File: config.mk
export PLATFORM = sky130hd
export DESIGN_NAME = imu_preprocessor_flat
export DESIGN_NICKNAME = d
export VERILOG_FILES = /design/src/rtl/imu_preprocessor_pkg.sv /design/src/rtl/imu_preprocessor_if.sv /design/src/rtl/imu_preprocessor_channel.sv /design/src/rtl/imu_preprocessor.sv /design/src/flat_wrapper.sv
export SDC_FILE = /design/constraint.sdc
export NUM_CORES = 1
export LEC_CHECK = 0
export ABC_AREA = 1
export ABC_CLOCK_PERIOD_IN_PS = 2060
export CORE_ASPECT_RATIO = 2
export CORE_MARGIN = 2
export CORE_UTILIZATION = 45
export CTS_CLUSTER_DIAMETER = 40
export DETAILED_ROUTE_END_ITERATION = 10
export PLACE_DENSITY = 0.72
export SETUP_SLACK_MARGIN = 0.5
export SYNTH_ARGS = -nofsm -noshare
export SYNTH_HDL_FRONTEND = slang
export SYNTH_SLANG_ARGS = --single-unit
File: constraint.sdc
create_clock -name clk -period 2.06 [get_ports clk]
set_input_delay 0.412 -clock clk [delete_from_list [all_inputs] [get_ports clk]]
set_output_delay 0.412 -clock clk [all_outputs]
set_load 0.05 [all_outputs]
File: src/rtl/imu_preprocessor_pkg.sv
// Shared definitions for the IMU sample preprocessor: widths, the per-beat
// sample bundle, 16-bit saturation and the first-order low-pass step.
package preproc_pkg;

    localparam int SAMPLE_W = 16;
    localparam int DIFF_W   = 17;
    localparam int PROD_W   = 33;

    localparam logic signed [PROD_W-1:0] SAT_MAX = 33'sd32767;
    localparam logic signed [PROD_W-1:0] SAT_MIN = -33'sd32768;

    // One beat of five IMU channels, used both for raw inputs and conditioned results
    typedef struct packed {
        logic signed [SAMPLE_W-1:0] gyroX;
        logic signed [SAMPLE_W-1:0] gyroY;
        logic signed [SAMPLE_W-1:0] acclX;
        logic signed [SAMPLE_W-1:0] acclY;
        logic signed [SAMPLE_W-1:0] acclZ;
    } sample_t;

    // Clamp a scaled product into the signed 16-bit output range
    function automatic logic signed [SAMPLE_W-1:0] sat16(input logic signed [PROD_W-1:0] q);
        logic signed [SAMPLE_W-1:0] result;
        if (q > SAT_MAX) begin
            result = 16'sh7FFF;
        end else if (q < SAT_MIN) begin
            result = 16'sh8000;
        end else begin
            result = SAMPLE_W'(q);
        end
        return result;
    endfunction

    // One IIR step y + ((x - y) >>> k); the result lies between y and x, so it fits 16 bits
    function automatic logic signed [SAMPLE_W-1:0] lpf_step(
        input logic signed [SAMPLE_W-1:0] y,
        input logic signed [SAMPLE_W-1:0] x,
        input int                         k
    );
        logic signed [DIFF_W-1:0] diff;
        logic signed [DIFF_W-1:0] step;
        logic signed [DIFF_W-1:0] sum;
        diff = DIFF_W'(x) - DIFF_W'(y);
        step = diff >>> k;
        sum  = DIFF_W'(y) + step;
        return SAMPLE_W'(sum);
    endfunction

endpackage

File: src/rtl/imu_preprocessor_if.sv
// Sample bus of the IMU preprocessor: raw channels with TVALID/TREADY in,
// conditioned channels out. The master drives raw data, the slave is the block.
interface imu_preprocessor_if;
    import preproc_pkg::*;

    logic signed [SAMPLE_W-1:0] RAW_GYRO_X;
    logic signed [SAMPLE_W-1:0] RAW_GYRO_Y;
    logic signed [SAMPLE_W-1:0] RAW_ACCL_X;
    logic signed [SAMPLE_W-1:0] RAW_ACCL_Y;
    logic signed [SAMPLE_W-1:0] RAW_ACCL_Z;
    logic                       TVALID;
    logic                       TREADY;
    logic signed [SAMPLE_W-1:0] GYRO_X;
    logic signed [SAMPLE_W-1:0] GYRO_Y;
    logic signed [SAMPLE_W-1:0] ACCL_X;
    logic signed [SAMPLE_W-1:0] ACCL_Y;
    logic signed [SAMPLE_W-1:0] ACCL_Z;

    modport master (
        output RAW_GYRO_X, RAW_GYRO_Y, RAW_ACCL_X, RAW_ACCL_Y, RAW_ACCL_Z, TVALID,
        input  TREADY, GYRO_X, GYRO_Y, ACCL_X, ACCL_Y, ACCL_Z
    );

    modport slave (
        input  RAW_GYRO_X, RAW_GYRO_Y, RAW_ACCL_X, RAW_ACCL_Y, RAW_ACCL_Z, TVALID,
        output TREADY, GYRO_X, GYRO_Y, ACCL_X, ACCL_Y, ACCL_Z
    );

endinterface

File: src/rtl/imu_preprocessor_channel.sv
// One conditioning lane: capture on accept, subtract offset, multiply by gain
// (registered), then arithmetic shift, saturate and optionally low-pass filter
// into the output register. The output only moves when a new sample arrives.
module preproc_channel
    import preproc_pkg::*;
#(
    parameter logic signed [15:0] OFFSET    = 16'sd0,
    parameter logic signed [15:0] GAIN      = 16'sd1,
    parameter int                 SHIFT     = 0,
    parameter int                 LPF_SHIFT = 2,
    parameter bit                 LPF_ON    = 1'b0
) (
    input  logic                       clk,
    input  logic                       reset,
    input  logic                       i_accept,
    input  logic                       i_s2New,
    input  logic signed [SAMPLE_W-1:0] i_raw,
    output logic signed [SAMPLE_W-1:0] o_sample
);

    localparam logic signed [DIFF_W-1:0] OFFSET_EXT = DIFF_W'(OFFSET);
    localparam logic signed [PROD_W-1:0] GAIN_EXT   = PROD_W'(GAIN);

    logic signed [SAMPLE_W-1:0] r_s1Raw;
    logic signed [PROD_W-1:0]   r_s2Prod;
    logic signed [SAMPLE_W-1:0] r_out;
    logic signed [DIFF_W-1:0]   w_diff;
    logic signed [PROD_W-1:0]   w_shifted;
    logic signed [SAMPLE_W-1:0] w_sat;
    logic signed [SAMPLE_W-1:0] w_next;

    assign w_diff    = DIFF_W'(r_s1Raw) - OFFSET_EXT;
    assign w_shifted = r_s2Prod >>> SHIFT;
    assign w_sat     = sat16(w_shifted);
    // LPF_ON is constant, so the filter datapath is pruned entirely when it is 0
    assign w_next    = LPF_ON ? lpf_step(r_out, w_sat, LPF_SHIFT) : w_sat;
    assign o_sample  = r_out;

    // Stage 1: latch the raw sample only on an accepted beat, otherwise hold
    always_ff @(posedge clk) begin
        if (!reset) begin
            r_s1Raw <= '0;
        end else if (i_accept) begin
            r_s1Raw <= i_raw;
        end
    end

    // Stage 2: offset removal and gain multiply, re-evaluated every cycle
    always_ff @(posedge clk) begin
        if (!reset) begin
            r_s2Prod <= '0;
        end else begin
            r_s2Prod <= PROD_W'(w_diff) * GAIN_EXT;
        end
    end

    // Output: shift, saturate and filter, updated only when a fresh sample reaches it
    always_ff @(posedge clk) begin
        if (!reset) begin
            r_out <= '0;
        end else if (i_s2New) begin
            r_out <= w_next;
        end
    end

endmodule

File: src/rtl/imu_preprocessor.sv
// IMU preprocessor top: accepts one 5-channel beat per TVALID/TREADY handshake
// and produces offset-corrected, scaled, saturated channels two edges later.
// Optional build macro PREPROC_LPF_EN adds a first-order low-pass filter on the
// three accel channels; gyro channels are never filtered.
module imu_preprocessor
    import preproc_pkg::*;
#(
    parameter logic signed [15:0] GYRO_X_OFFSET = 16'sd0,
    parameter logic signed [15:0] GYRO_Y_OFFSET = 16'sd0,
    parameter logic signed [15:0] ACCL_X_OFFSET = 16'sd0,
    parameter logic signed [15:0] ACCL_Y_OFFSET = 16'sd0,
    parameter logic signed [15:0] ACCL_Z_OFFSET = 16'sd0,
    parameter logic signed [15:0] GYRO_GAIN     = 16'sd1,
    parameter logic signed [15:0] ACCL_GAIN     = 16'sd1,
    parameter int                 GYRO_SHIFT    = 0,
    parameter int                 ACCL_SHIFT    = 0,
    parameter int                 LPF_SHIFT     = 2
) (
    input logic                clk,
    input logic                reset,
    imu_preprocessor_if.slave  io_bus
);

`ifdef PREPROC_LPF_EN
    localparam bit ACCL_LPF_ON = 1'b1;
`else
    localparam bit ACCL_LPF_ON = 1'b0;
`endif

    logic    r_tready;
    logic    r_s1New;
    logic    r_s2New;
    logic    w_accept;
    sample_t w_raw;
    sample_t w_cond;

    assign w_accept = io_bus.TVALID & r_tready;

    assign w_raw.gyroX = io_bus.RAW_GYRO_X;
    assign w_raw.gyroY = io_bus.RAW_GYRO_Y;
    assign w_raw.acclX = io_bus.RAW_ACCL_X;
    assign w_raw.acclY = io_bus.RAW_ACCL_Y;
    assign w_raw.acclZ = io_bus.RAW_ACCL_Z;

    assign io_bus.TREADY = r_tready;
    assign io_bus.GYRO_X = w_cond.gyroX;
    assign io_bus.GYRO_Y = w_cond.gyroY;
    assign io_bus.ACCL_X = w_cond.acclX;
    assign io_bus.ACCL_Y = w_cond.acclY;
    assign io_bus.ACCL_Z = w_cond.acclZ;

    // Ready rises one edge after reset release and never drops; there is no back-pressure
    always_ff @(posedge clk) begin
        if (!reset) begin
            r_tready <= 1'b0;
        end else begin
            r_tready <= 1'b1;
        end
    end

    // New-sample flags travel alongside the data so the output stage knows when to update
    always_ff @(posedge clk) begin
        if (!reset) begin
            r_s1New <= 1'b0;
            r_s2New <= 1'b0;
        end else begin
            r_s1New <= w_accept;
            r_s2New <= r_s1New;
        end
    end

    preproc_channel #(
        .OFFSET(GYRO_X_OFFSET), .GAIN(GYRO_GAIN), .SHIFT(GYRO_SHIFT),
        .LPF_SHIFT(LPF_SHIFT), .LPF_ON(1'b0)
    ) u_gyroX (
        .clk(clk), .reset(reset), .i_accept(w_accept), .i_s2New(r_s2New),
        .i_raw(w_raw.gyroX), .o_sample(w_cond.gyroX)
    );

    preproc_channel #(
        .OFFSET(GYRO_Y_OFFSET), .GAIN(GYRO_GAIN), .SHIFT(GYRO_SHIFT),
        .LPF_SHIFT(LPF_SHIFT), .LPF_ON(1'b0)
    ) u_gyroY (
        .clk(clk), .reset(reset), .i_accept(w_accept), .i_s2New(r_s2New),
        .i_raw(w_raw.gyroY), .o_sample(w_cond.gyroY)
    );

    preproc_channel #(
        .OFFSET(ACCL_X_OFFSET), .GAIN(ACCL_GAIN), .SHIFT(ACCL_SHIFT),
        .LPF_SHIFT(LPF_SHIFT), .LPF_ON(ACCL_LPF_ON)
    ) u_acclX (
        .clk(clk), .reset(reset), .i_accept(w_accept), .i_s2New(r_s2New),
        .i_raw(w_raw.acclX), .o_sample(w_cond.acclX)
    );

    preproc_channel #(
        .OFFSET(ACCL_Y_OFFSET), .GAIN(ACCL_GAIN), .SHIFT(ACCL_SHIFT),
        .LPF_SHIFT(LPF_SHIFT), .LPF_ON(ACCL_LPF_ON)
    ) u_acclY (
        .clk(clk), .reset(reset), .i_accept(w_accept), .i_s2New(r_s2New),
        .i_raw(w_raw.acclY), .o_sample(w_cond.acclY)
    );

    preproc_channel #(
        .OFFSET(ACCL_Z_OFFSET), .GAIN(ACCL_GAIN), .SHIFT(ACCL_SHIFT),
        .LPF_SHIFT(LPF_SHIFT), .LPF_ON(ACCL_LPF_ON)
    ) u_acclZ (
        .clk(clk), .reset(reset), .i_accept(w_accept), .i_s2New(r_s2New),
        .i_raw(w_raw.acclZ), .o_sample(w_cond.acclZ)
    );

endmodule

File: src/flat_wrapper.sv
// flat-port wrapper written by rule: the top's interface ports become plain ports
module imu_preprocessor_flat import preproc_pkg::*;
#(
    parameter logic signed [15:0] GYRO_X_OFFSET = 16'sd0,
    parameter logic signed [15:0] GYRO_Y_OFFSET = 16'sd0,
    parameter logic signed [15:0] ACCL_X_OFFSET = 16'sd0,
    parameter logic signed [15:0] ACCL_Y_OFFSET = 16'sd0,
    parameter logic signed [15:0] ACCL_Z_OFFSET = 16'sd0,
    parameter logic signed [15:0] GYRO_GAIN     = 16'sd1,
    parameter logic signed [15:0] ACCL_GAIN     = 16'sd1,
    parameter int                 GYRO_SHIFT    = 0,
    parameter int                 ACCL_SHIFT    = 0,
    parameter int                 LPF_SHIFT     = 2
)
  (clk, reset, io_bus_RAW_GYRO_X, io_bus_RAW_GYRO_Y, io_bus_RAW_ACCL_X, io_bus_RAW_ACCL_Y, io_bus_RAW_ACCL_Z, io_bus_TVALID, io_bus_TREADY, io_bus_GYRO_X, io_bus_GYRO_Y, io_bus_ACCL_X, io_bus_ACCL_Y, io_bus_ACCL_Z);
  imu_preprocessor_if io_bus_i ();
  input logic clk;
  input logic reset;
  input wire logic [$bits(io_bus_i.RAW_GYRO_X)-1:0] io_bus_RAW_GYRO_X;
  input wire logic [$bits(io_bus_i.RAW_GYRO_Y)-1:0] io_bus_RAW_GYRO_Y;
  input wire logic [$bits(io_bus_i.RAW_ACCL_X)-1:0] io_bus_RAW_ACCL_X;
  input wire logic [$bits(io_bus_i.RAW_ACCL_Y)-1:0] io_bus_RAW_ACCL_Y;
  input wire logic [$bits(io_bus_i.RAW_ACCL_Z)-1:0] io_bus_RAW_ACCL_Z;
  input wire logic [$bits(io_bus_i.TVALID)-1:0] io_bus_TVALID;
  output wire logic [$bits(io_bus_i.TREADY)-1:0] io_bus_TREADY;
  output wire logic [$bits(io_bus_i.GYRO_X)-1:0] io_bus_GYRO_X;
  output wire logic [$bits(io_bus_i.GYRO_Y)-1:0] io_bus_GYRO_Y;
  output wire logic [$bits(io_bus_i.ACCL_X)-1:0] io_bus_ACCL_X;
  output wire logic [$bits(io_bus_i.ACCL_Y)-1:0] io_bus_ACCL_Y;
  output wire logic [$bits(io_bus_i.ACCL_Z)-1:0] io_bus_ACCL_Z;
  assign io_bus_i.RAW_GYRO_X = io_bus_RAW_GYRO_X;
  assign io_bus_i.RAW_GYRO_Y = io_bus_RAW_GYRO_Y;
  assign io_bus_i.RAW_ACCL_X = io_bus_RAW_ACCL_X;
  assign io_bus_i.RAW_ACCL_Y = io_bus_RAW_ACCL_Y;
  assign io_bus_i.RAW_ACCL_Z = io_bus_RAW_ACCL_Z;
  assign io_bus_i.TVALID = io_bus_TVALID;
  assign io_bus_TREADY = io_bus_i.TREADY;
  assign io_bus_GYRO_X = io_bus_i.GYRO_X;
  assign io_bus_GYRO_Y = io_bus_i.GYRO_Y;
  assign io_bus_ACCL_X = io_bus_i.ACCL_X;
  assign io_bus_ACCL_Y = io_bus_i.ACCL_Y;
  assign io_bus_ACCL_Z = io_bus_i.ACCL_Z;
  imu_preprocessor #(.GYRO_X_OFFSET(GYRO_X_OFFSET), .GYRO_Y_OFFSET(GYRO_Y_OFFSET), .ACCL_X_OFFSET(ACCL_X_OFFSET), .ACCL_Y_OFFSET(ACCL_Y_OFFSET), .ACCL_Z_OFFSET(ACCL_Z_OFFSET), .GYRO_GAIN(GYRO_GAIN), .ACCL_GAIN(ACCL_GAIN), .GYRO_SHIFT(GYRO_SHIFT), .ACCL_SHIFT(ACCL_SHIFT), .LPF_SHIFT(LPF_SHIFT)) u_core (.clk(clk), .reset(reset), .io_bus(io_bus_i));
endmodule
==> flow_metrics.env, run 1 <==
export IMPL_first_global_vias=5453
export IMPL_cts_tree="yes"
export IMPL_power_density_nw_per_um2=1000
export IMPL_wl_per_cell_um=13.4
export IMPL_p_sw_mw=2.18
export IMPL_final_min_clock_period_ns=1.52
export IMPL_arrival_ns=1.11
export IMPL_hold_viol=0
export IMPL_synth_top_area_frac=0.647
export IMPL_overflow=0
export IMPL_drtIter0Drc=219
export IMPL_drtAntennaViolNets=0
export IMPL_dp_hpwl_mm=9.93
export IMPL_ys_flop_type="dfxtp_1"
export IMPL_worst_hold_path_type="in2reg"
export IMPL_vias=5652
export IMPL_synth_area_per_cell_um2=8.74
export IMPL_layout_drive_gt1_share=0.124
export IMPL_crit_chain="buf_2"
export IMPL_rsz0062_at_grt="no"
export IMPL_fin_crit_sh=0.739
export IMPL_yosysMostFrequentCell="dfxtp_1"
export IMPL_nNetsFinal=1085
export IMPL_switching_share=0.229
export IMPL_clkPwrFrac=0.393
export IMPL_core_area_um2=16300
export IMPL_insertion_delay_ns=0.49
export IMPL_syn_to_final_growth_pct=26.4
export IMPL_via_per_inst=4.63
export IMPL_start_kind="flip-flop"
export IMPL_numCtsBuffers=21
export IMPL_max_clock_path_buffers=3
export IMPL_finClkSkew_ns=0.0130
export IMPL_maxCapViolations=0
export IMPL_crit_buf_inv=1
export IMPL_grt_max_degree=162
export IMPL_grt_pass1_wl_mm=26.4
export IMPL_peakVddDrop_mv=0.663
export IMPL_gp_congestion=0.775
export IMPL_tightest_slew_ns=0.758
export IMPL_final_max_slew_violation_count=0
export IMPL_synthArstFlopShare=0
export IMPL_fp_dieH_um=187
export IMPL_cp_slowest_stage_delay_ns=0.35
export IMPL_clock_fmax_mhz=657
export IMPL_rows=66
export IMPL_drtPass1Iterations=4
export IMPL_cts_setup_buffers=0
export IMPL_pwr_share_seq=0.526
export IMPL_combPwrFrac=0.081
export IMPL_slew_headroom=0.494
export IMPL_status="complete, no violations"
export IMPL_drc=0
export IMPL_antenna_found_initial=1
export IMPL_syn_area_um2=7510
export IMPL_cp_slowest_cell="dfxtp_1"
export IMPL_io_pins=164
export IMPL_crit_fanout=2
export IMPL_cts_hold_buf=0
export IMPL_h_tree_depth=1
export IMPL_fin_tns_setup_ns=0
export IMPL_io_buffers=163
export IMPL_syn_nets=943
export IMPL_p_int_mw=7.36
export IMPL_clock_sinks=243
export IMPL_postSynthCellCount=860
export IMPL_fillers=1479
export IMPL_die_width_um=95.4
export IMPL_synth_edf_count=0
export IMPL_ys_ff_latch=243
export IMPL_crit_family="flip-flops"
export IMPL_routed_wl_mm=16.3
export IMPL_cts_clk_slew_worst_paths_ns=0.06
export IMPL_total_power_mw=9.54
export IMPL_p_leak_nw=4.98
export IMPL_synth_area_leaders="dfxtp_1 65%, nor2_1 12%, a21oi_1 5.3%"
export IMPL_finalSetupViolations=0
export IMPL_yosys_area_top_type="dfxtp_1"
export IMPL_cts_root_buf="clkbuf_16"
export IMPL_synth_cell_types=12
export IMPL_post_cts_resized=404
export IMPL_synth_common_cells="243 x dfxtp_1, 240 x nor2_1, 82 x inv_1, 82 x nand2_1"
export IMPL_ys_seq_area_frac=0.647
export IMPL_critPathKind="reg2out"
export IMPL_dieArea_um2=17800
export IMPL_start_util=0.462
export IMPL_crit_required_ns=1.65
export IMPL_grtUsageTotal=0.184
export IMPL_endpoint_kind="output pin"
export IMPL_yosys_warnings=0
-- state kept, by name, summed over array words and instances, names as in the netlist, 16 cells and up --
register                 flops
u_core.u_gyroY.r_s2Prod     16
u_core.u_gyroX.r_s1Raw      16
u_core.u_acclX.r_s2Prod     16
u_core.u_acclX.o_sample     16
u_core.u_acclZ.r_s1Raw      16
u_core.u_gyroY.r_s1Raw      16
u_core.u_gyroY.o_sample     16
u_core.u_acclY.r_s2Prod     16
u_core.u_acclZ.o_sample     16
u_core.u_gyroX.o_sample     16
u_core.u_gyroX.r_s2Prod     16
u_core.u_acclZ.r_s2Prod     16
u_core.u_acclX.r_s1Raw      16
u_core.u_acclY.r_s1Raw      16
u_core.u_acclY.o_sample     16
-- placed cells by master (no fill, tap or decap) --
master and n:
bufinv_16 1, nand3_4 1, clkbuf_1 4, clkdlybuf4s50_1 81
a21oi_1 80, dfxtp_1 241, dfxtp_2 2, buf_4 7
nor2_1 240, diode_2 1, o21ai_0 80, clkbuf_16 21
nand2_1 81, inv_2 1, buf_12 6, buf_2 74
inv_1 82, clkbuf_8 3, nand2_4 1, clkinv_4 1
clkinv_2 4, clkbuf_4 2, clkinvlp_4 1, inv_6 1
-- power groups by stage --
| stage | registers, mW | clock network [mW] | logic (mW) |
|---|---|---|---|
| 3_5_place_dp | 5.13 | 0 | 0.822 |
| 4_1_cts | 5.02 | 3.87 | 0.781 |
| 2_1_floorplan | 5.30 | 0 | 0.302 |
| 3_3_place_gp | 5.12 | 0 | 0.810 |
| 6_report | 5.02 | 3.75 | 0.770 |
| 5_1_grt | 5.04 | 4.04 | 0.845 |
-- metrics by stage --
step | hold WS, ns | util | area [um2] | std cells | worst slack [ns]
floorplan | 0.390 | - | 7510 | 860 | 0.710
global placement | 0.410 | 0.567 | 9220 | 1183 | 0.302
detailed placement | 0.412 | 0.567 | 9220 | 1183 | 0.259
CTS | 0.0659 | 0.583 | 9490 | 1219 | 0.463
global route | 0.0640 | 0.584 | 9500 | 1220 | 0.503
finish | 0.0811 | 0.584 | 9500 | 1220 | 0.538
-- kinds of logic after synthesis --
kind of cell	Yosys count	share of synthesized area
compound gates	160	0.107
simple gates	323	0.163
flops	243	0.647
buf+inv	134	0.0828
-- final cells by class --
type	count	area, um2	share of cell area
multi-input combinational	483	2030	0.214
sequential	243	4870	0.513
timing repair buffer	170	1370	0.144
clock inverter	8	75.1	0.00791
antenna	1	2.50	0.000264
tap	204	255	0.0269
inverter	83	312	0.0328
clock buffer	28	582	0.0613
-- path summary, 6_finish.rpt --
kind                                   start                    endpoint  slack (ns)  depth (start not counted)
setup / recovery  u_core.u_acclY.o_sample[2]            io_bus_ACCL_Y[2]        0.54                          1
setup reg to reg              u_core.r_s2New  u_core.u_gyroY.o_sample[4]        0.68                          3
hold / removal                         reset        u_core.io_bus.TREADY        0.08                          1
hold reg to reg    u_core.u_acclX.r_s1Raw[0]  u_core.u_acclX.r_s2Prod[0]        0.42                          2
-- layer usage --
layer / routed length [um] / vias up / global-route usage
li1: - / 2931 / -
met1: 6450 / 2575 / 0.204
met2: 8750 / 128 / 0.343
met3: 859 / 18 / 0.0335
met4: 284 / 0 / 0.0621
met5: 0 / - / 0
Power figures use the tool's default switching activity.
==> inputs of run 2 (changes only) <==
Settings changed: ABC_CLOCK_PERIOD_IN_PS 2060 to 1500.
Clock period 2.06 ns to 1.5 ns, I/O delays scaled along.
==> flow_metrics.env, run 2 (same netlist as run 1, synthesis figures left out) <==
export IMPL_status="complete, no violations"
export IMPL_dp_hpwl_mm=10.8
export IMPL_endpoint_kind="output pin"
export IMPL_r2r_start="u_core.io_bus.TREADY"
export IMPL_tightest_slew_ns=0.602
export IMPL_placed_cell_area_um2=10200
export IMPL_drc=0
export IMPL_first_global_vias=5793
export IMPL_wl_per_cell_um=16.8
export IMPL_rsz0062_at_grt="yes"
export IMPL_io_pins=164
export IMPL_worst_hold_path_type="in2reg"
export IMPL_crit_required_ns=1.20
export IMPL_arrival_ns=1.00
export IMPL_max_clock_path_buffers=3
export IMPL_cts_hold_buf=0
export IMPL_clock_fmax_mhz=772
export IMPL_slew_headroom=0.598
export IMPL_crit_chain="buf_12"
export IMPL_crit_family="flip-flops"
export IMPL_cts_clk_slew_worst_paths_ns=0.07
export IMPL_multi_input_area_um2=2210
export IMPL_die_width_um=95.4
export IMPL_cp_slowest_stage_delay_ns=0.38
export IMPL_dieArea_um2=17800
export IMPL_fin_tns_setup_ns=0
export IMPL_finalSetupViolations=0
export IMPL_antenna_found_initial=1
export IMPL_nNetsFinal=1120
export IMPL_fin_area_um2=11800
export IMPL_via_per_inst=4.84
export IMPL_p_leak_nw=5.66
export IMPL_final_common_cell="nor2_1"
export IMPL_syn_to_final_growth_pct=56.7
export IMPL_h_tree_depth=1
export IMPL_cp_startpoint="u_core.io_bus.TREADY"
export IMPL_crit_buf_inv=1
export IMPL_finalNonFillerCells=1256
export IMPL_start_util=0.462
export IMPL_drtAntennaViolNets=0
export IMPL_rrSetupSlack_ns=0.32
export IMPL_io_buffers=163
export IMPL_final_min_clock_period_ns=1.30
export IMPL_dp_cells=1191
export IMPL_numCtsBuffers=20
export IMPL_maxCapViolations=0
export IMPL_insertion_delay_ns=0.48
export IMPL_vias=6082
export IMPL_clock_sinks=243
export IMPL_overflow=0
export IMPL_fin_crit_sh=0.863
export IMPL_crit_fanout=2
export IMPL_most_common_layout_cells="211 x nor2_1, 161 x dfxtp_1, 95 x buf_12, 82 x inv_1, 81 x nand2_1"
export IMPL_fillers=1123
export IMPL_hold_viol=0
export IMPL_core_area_um2=16300
export IMPL_cts_root_buf="clkbuf_16"
export IMPL_start_kind="flip-flop"
export IMPL_cp_endpoint="io_bus_TREADY"
export IMPL_grtUsageTotal=0.200
export IMPL_cp_depth=1
export IMPL_drtPass1Iterations=5
export IMPL_cp_slowest_cell="dfxtp_4"
export IMPL_grt_pass1_wl_mm=28.3
export IMPL_cts_tree="yes"
export IMPL_r2r_cells=4
export IMPL_routed_wl_mm=21.1
export IMPL_grt_max_degree=50
export IMPL_regArea_um2=4990
export IMPL_total_power_mw=14.2
export IMPL_drtIter0Drc=322
export IMPL_layout_drive_gt1_share=0.269
export IMPL_r2r_end="u_core.u_acclZ.r_s1Raw[14]"
export IMPL_final_max_slew_violation_count=0
export IMPL_rows=66
export IMPL_peakVddDrop_mv=1.10
export IMPL_power_density_nw_per_um2=1200
export IMPL_gp_congestion=0.764
export IMPL_fp_dieH_um=187
export IMPL_critPathKind="reg2out"
export IMPL_finClkSkew_ns=0.00508
## run 2: changes by cell type in the layout (fill, tap and decap cells not counted), moves of 6 or more
cell       previous run  this run
buf_12                6        95
buf_2                74         0
buf_6                 0         6
clkbuf_16            21        34
dfxtp_1             241       161
dfxtp_2               2        73
dfxtp_4               0         9
nor2_1              240       211
nor2_2                0        24
o21ai_0              80        54
o21ai_1               0        16
o21ai_2               0        10
## run 2: timing repair
action | CTS | global route
setup endpoints to repair | 91 | 232
buffers inserted | 1 | 3
resized for setup | 81 | 100
endpoints found under the hold margin | 0 | 0
pin swaps | 0 | 7
gates cloned | 2 | 22
## run 2: area by class of cell
type	count	area share
Antenna cell	1	0.000213
Clock buffer	30	0.0535
Clock inverter	6	0.00893
Inverter	83	0.0275
Multi-Input combinational cell	485	0.188
Sequential cell	243	0.424
Tap cell	204	0.0217
Timing Repair Buffer	203	0.276
Timing Repair inverter	1	0.000957
## run 2: report_power, final
part           internal, mW  switching [mW]  leakage, nW
registers              6.79           0.161         2.03
logic                 0.756           0.756         3.26
clock network          3.42            2.29        0.366
## run 2: routing by layer
| metal | routed length, um | part of all wire | global-route usage | up-vias |
|---|---|---|---|---|
| met5 | 0 | 0 | 0 | - |
| met4 | 784 | 0.037 | 0.0764 | 0 |
| met3 | 1170 | 0.055 | 0.0371 | 46 |
| met2 | 11500 | 0.54 | 0.360 | 189 |
| met1 | 7630 | 0.36 | 0.226 | 2835 |
| li1 | - | - | - | 3012 |
## run 2: worst min-delay path by stage
stage	cells after the start	slack [ns]	endpoint	from
after floorplan	0	0.33	u_core.io_bus.TREADY	reset
after global placement	2	0.39	u_core.r_s2New	u_core.r_s1New
after detailed placement	2	0.40	u_core.r_s2New	u_core.r_s1New
after CTS	1	0.06	u_core.io_bus.TREADY	reset
after global routing	1	0.07	u_core.io_bus.TREADY	reset
final	1	0.07	u_core.io_bus.TREADY	reset
## run 2: metrics by stage
step           hold slack [ns]  worst slack (ns)  utilization
2_1_floorplan            0.328             0.538            -
3_5_place_dp             0.403            0.0169        0.625
4_1_cts                 0.0606             0.193        0.681
5_1_grt                 0.0695             0.178        0.724
6_report                0.0740             0.205        0.724
3_3_place_gp             0.393            0.0596        0.625
==> inputs of run 3 (changes only) <==
Settings changed: CELL_PAD_IN_SITES_DETAIL_PLACEMENT set to 0, CELL_PAD_IN_SITES_GLOBAL_PLACEMENT set to 1, CORE_UTILIZATION 45 to 37, PLACE_DENSITY 0.72 to not set, PLACE_DENSITY_LB_ADDON set to 0.1.
==> flow_metrics.env, run 3 (same netlist as run 1, synthesis figures left out) <==
export IMPL_status="complete, no violations"
export IMPL_crit_buf_inv=1
export IMPL_h_tree_depth=1
export IMPL_fin_hold_ws_ns=0.224
export IMPL_fp_dieH_um=206
export IMPL_clkPwrFrac=0.398
export IMPL_dp_hpwl_mm=11.2
export IMPL_cp_slowest_stage_delay_ns=0.37
export IMPL_antenna_found_initial=0
export IMPL_arrival_ns=1.00
export IMPL_max_clock_path_buffers=3
export IMPL_slew_headroom=0.740
export IMPL_nNetsFinal=1124
export IMPL_overflow=0
export IMPL_diodes=0
export IMPL_p_leak_nw=5.68
export IMPL_fin_tns_setup_ns=0
export IMPL_final_max_slew_violation_count=0
export IMPL_drtIter0Drc=238
export IMPL_wl_per_cell_um=16.2
export IMPL_die_width_um=105
export IMPL_maxCapViolations=0
export IMPL_rows=73
export IMPL_crit_required_ns=1.20
export IMPL_combPwrFrac=0.108
export IMPL_final_common_cell="nor2_1"
export IMPL_dp_cells=1252
export IMPL_fillers=1782
export IMPL_cts_tree="yes"
export IMPL_numCtsBuffers=21
export IMPL_cts_root_buf="clkbuf_16"
export IMPL_final_min_clock_period_ns=1.30
export IMPL_finClkSkew_ns=0.00723
export IMPL_tightest_slew_ns=0.391
export IMPL_crit_fanout=2
export IMPL_final_util=0.598
export IMPL_start_util=0.377
export IMPL_finalSetupViolations=0
export IMPL_most_common_layout_cells="232 x nor2_1, 161 x dfxtp_1, 100 x buf_12, 82 x inv_1"
export IMPL_switching_share=0.228
export IMPL_cts_clk_slew_worst_paths_ns=0.07
export IMPL_io_pins=164
export IMPL_start_kind="flip-flop"
export IMPL_rsz0062_at_grt="yes"
export IMPL_p_int_mw=10.9
export IMPL_drtPass1Iterations=4
export IMPL_grt_pass1_wl_mm=28.1
export IMPL_insertion_delay_ns=0.49
export IMPL_peakVddDrop_mv=0.956
export IMPL_core_area_um2=19900
export IMPL_endpoint_kind="output pin"
export IMPL_hold_viol=0
export IMPL_pwr_share_seq=0.493
export IMPL_gp_congestion=0.734
export IMPL_grt_max_degree=51
export IMPL_syn_to_final_growth_pct=58.4
export IMPL_crit_chain="buf_12"
export IMPL_critPathKind="reg2out"
export IMPL_drc=0
export IMPL_finalNonFillerCells=1317
export IMPL_dieArea_um2=21500
export IMPL_via_per_inst=4.56
export IMPL_routed_wl_mm=21.3
export IMPL_worst_hold_path_type="in2reg"
export IMPL_grtUsageTotal=0.160
export IMPL_clock_sinks=243
export IMPL_crit_family="flip-flops"
export IMPL_first_global_vias=5531
export IMPL_clock_fmax_mhz=770
export IMPL_layout_drive_gt1_share=0.273
export IMPL_vias=6007
export IMPL_p_sw_mw=3.22
export IMPL_cp_slowest_cell="dfxtp_2"
export IMPL_drtAntennaViolNets=0
export IMPL_power_density_nw_per_um2=1180
export IMPL_fin_crit_sh=0.865
export IMPL_io_buffers=163
run 3: cell count changes in the layout (fill, tap and decap cells not counted), moves of 11 or more:
cell     before  now
o21ai_1      16    5
nor2_1      211  232
nor2_2       24    4
a21oi_2       0   31
a21oi_1      80   49
o21ai_0      54   73
run 3: through the flow:
stage | cell area (um2) | total power, mW | setup WS [ns]
3_5_place_dp | 10300 | 8.42 | 0.0335
5_1_grt | 11900 | 14.6 | 0.171
2_1_floorplan | 7520 | 7.69 | 0.538
3_3_place_gp | 10300 | 8.40 | 0.0582
6_report | 11900 | 14.1 | 0.202
4_1_cts | 11100 | 14.1 | 0.182
run 3: area by class of cell:
| type | count | area (um2) | share of cell area |
|---|---|---|---|
| Multi-Input combinational cell | 483 | 2210 | 0.185 |
| Clock inverter | 9 | 124 | 0.0104 |
| Sequential cell | 243 | 4990 | 0.419 |
| Clock buffer | 28 | 592 | 0.0497 |
| Inverter | 83 | 324 | 0.0272 |
| Timing Repair Buffer | 208 | 3330 | 0.280 |
| Timing Repair inverter | 1 | 8.76 | 0.000736 |
| Tap cell | 262 | 328 | 0.0275 |
run 3: worst paths after layout:
kind                              start                           to  slack (ns)  cells after the start
max          u_core.u_acclX.o_sample[2]             io_bus_ACCL_X[2]        0.20                      1
min                               reset               u_core.r_s2New        0.22                      3
max reg2reg              u_core.r_s2New  u_core.u_gyroY.o_sample[15]        0.39                      4
min reg2reg              u_core.r_s1New               u_core.r_s2New        0.41                      2
run 3: repair_timing:
item                                    in CTS  in global routing
resized for setup                           82                 76
pin swaps                                    0                  2
endpoints found under the setup margin     111                201
setup buffers                                1                  6
hold buffers                                 0                  0
gates cloned                                 0                 21
run 3: metal layers:
layer | part of all wire | vias to the layer above | GRT usage
met4 | 0.022 | 0 | 0.0510
met1 | 0.39 | 2814 | 0.178
met2 | 0.54 | 144 | 0.301
met5 | 0 | - | 0
met3 | 0.045 | 32 | 0.0339
li1 | - | 3017 | -
run 3: power groups by stage:
stage	clock, mW	combinational, mW	sequential, mW
after floorplan	0	0.415	7.27
after global placement	0	1.33	7.07
after detailed placement	0	1.34	7.08
after CTS	5.77	1.35	6.95
after global routing	6.04	1.63	6.97
final	5.61	1.53	6.94
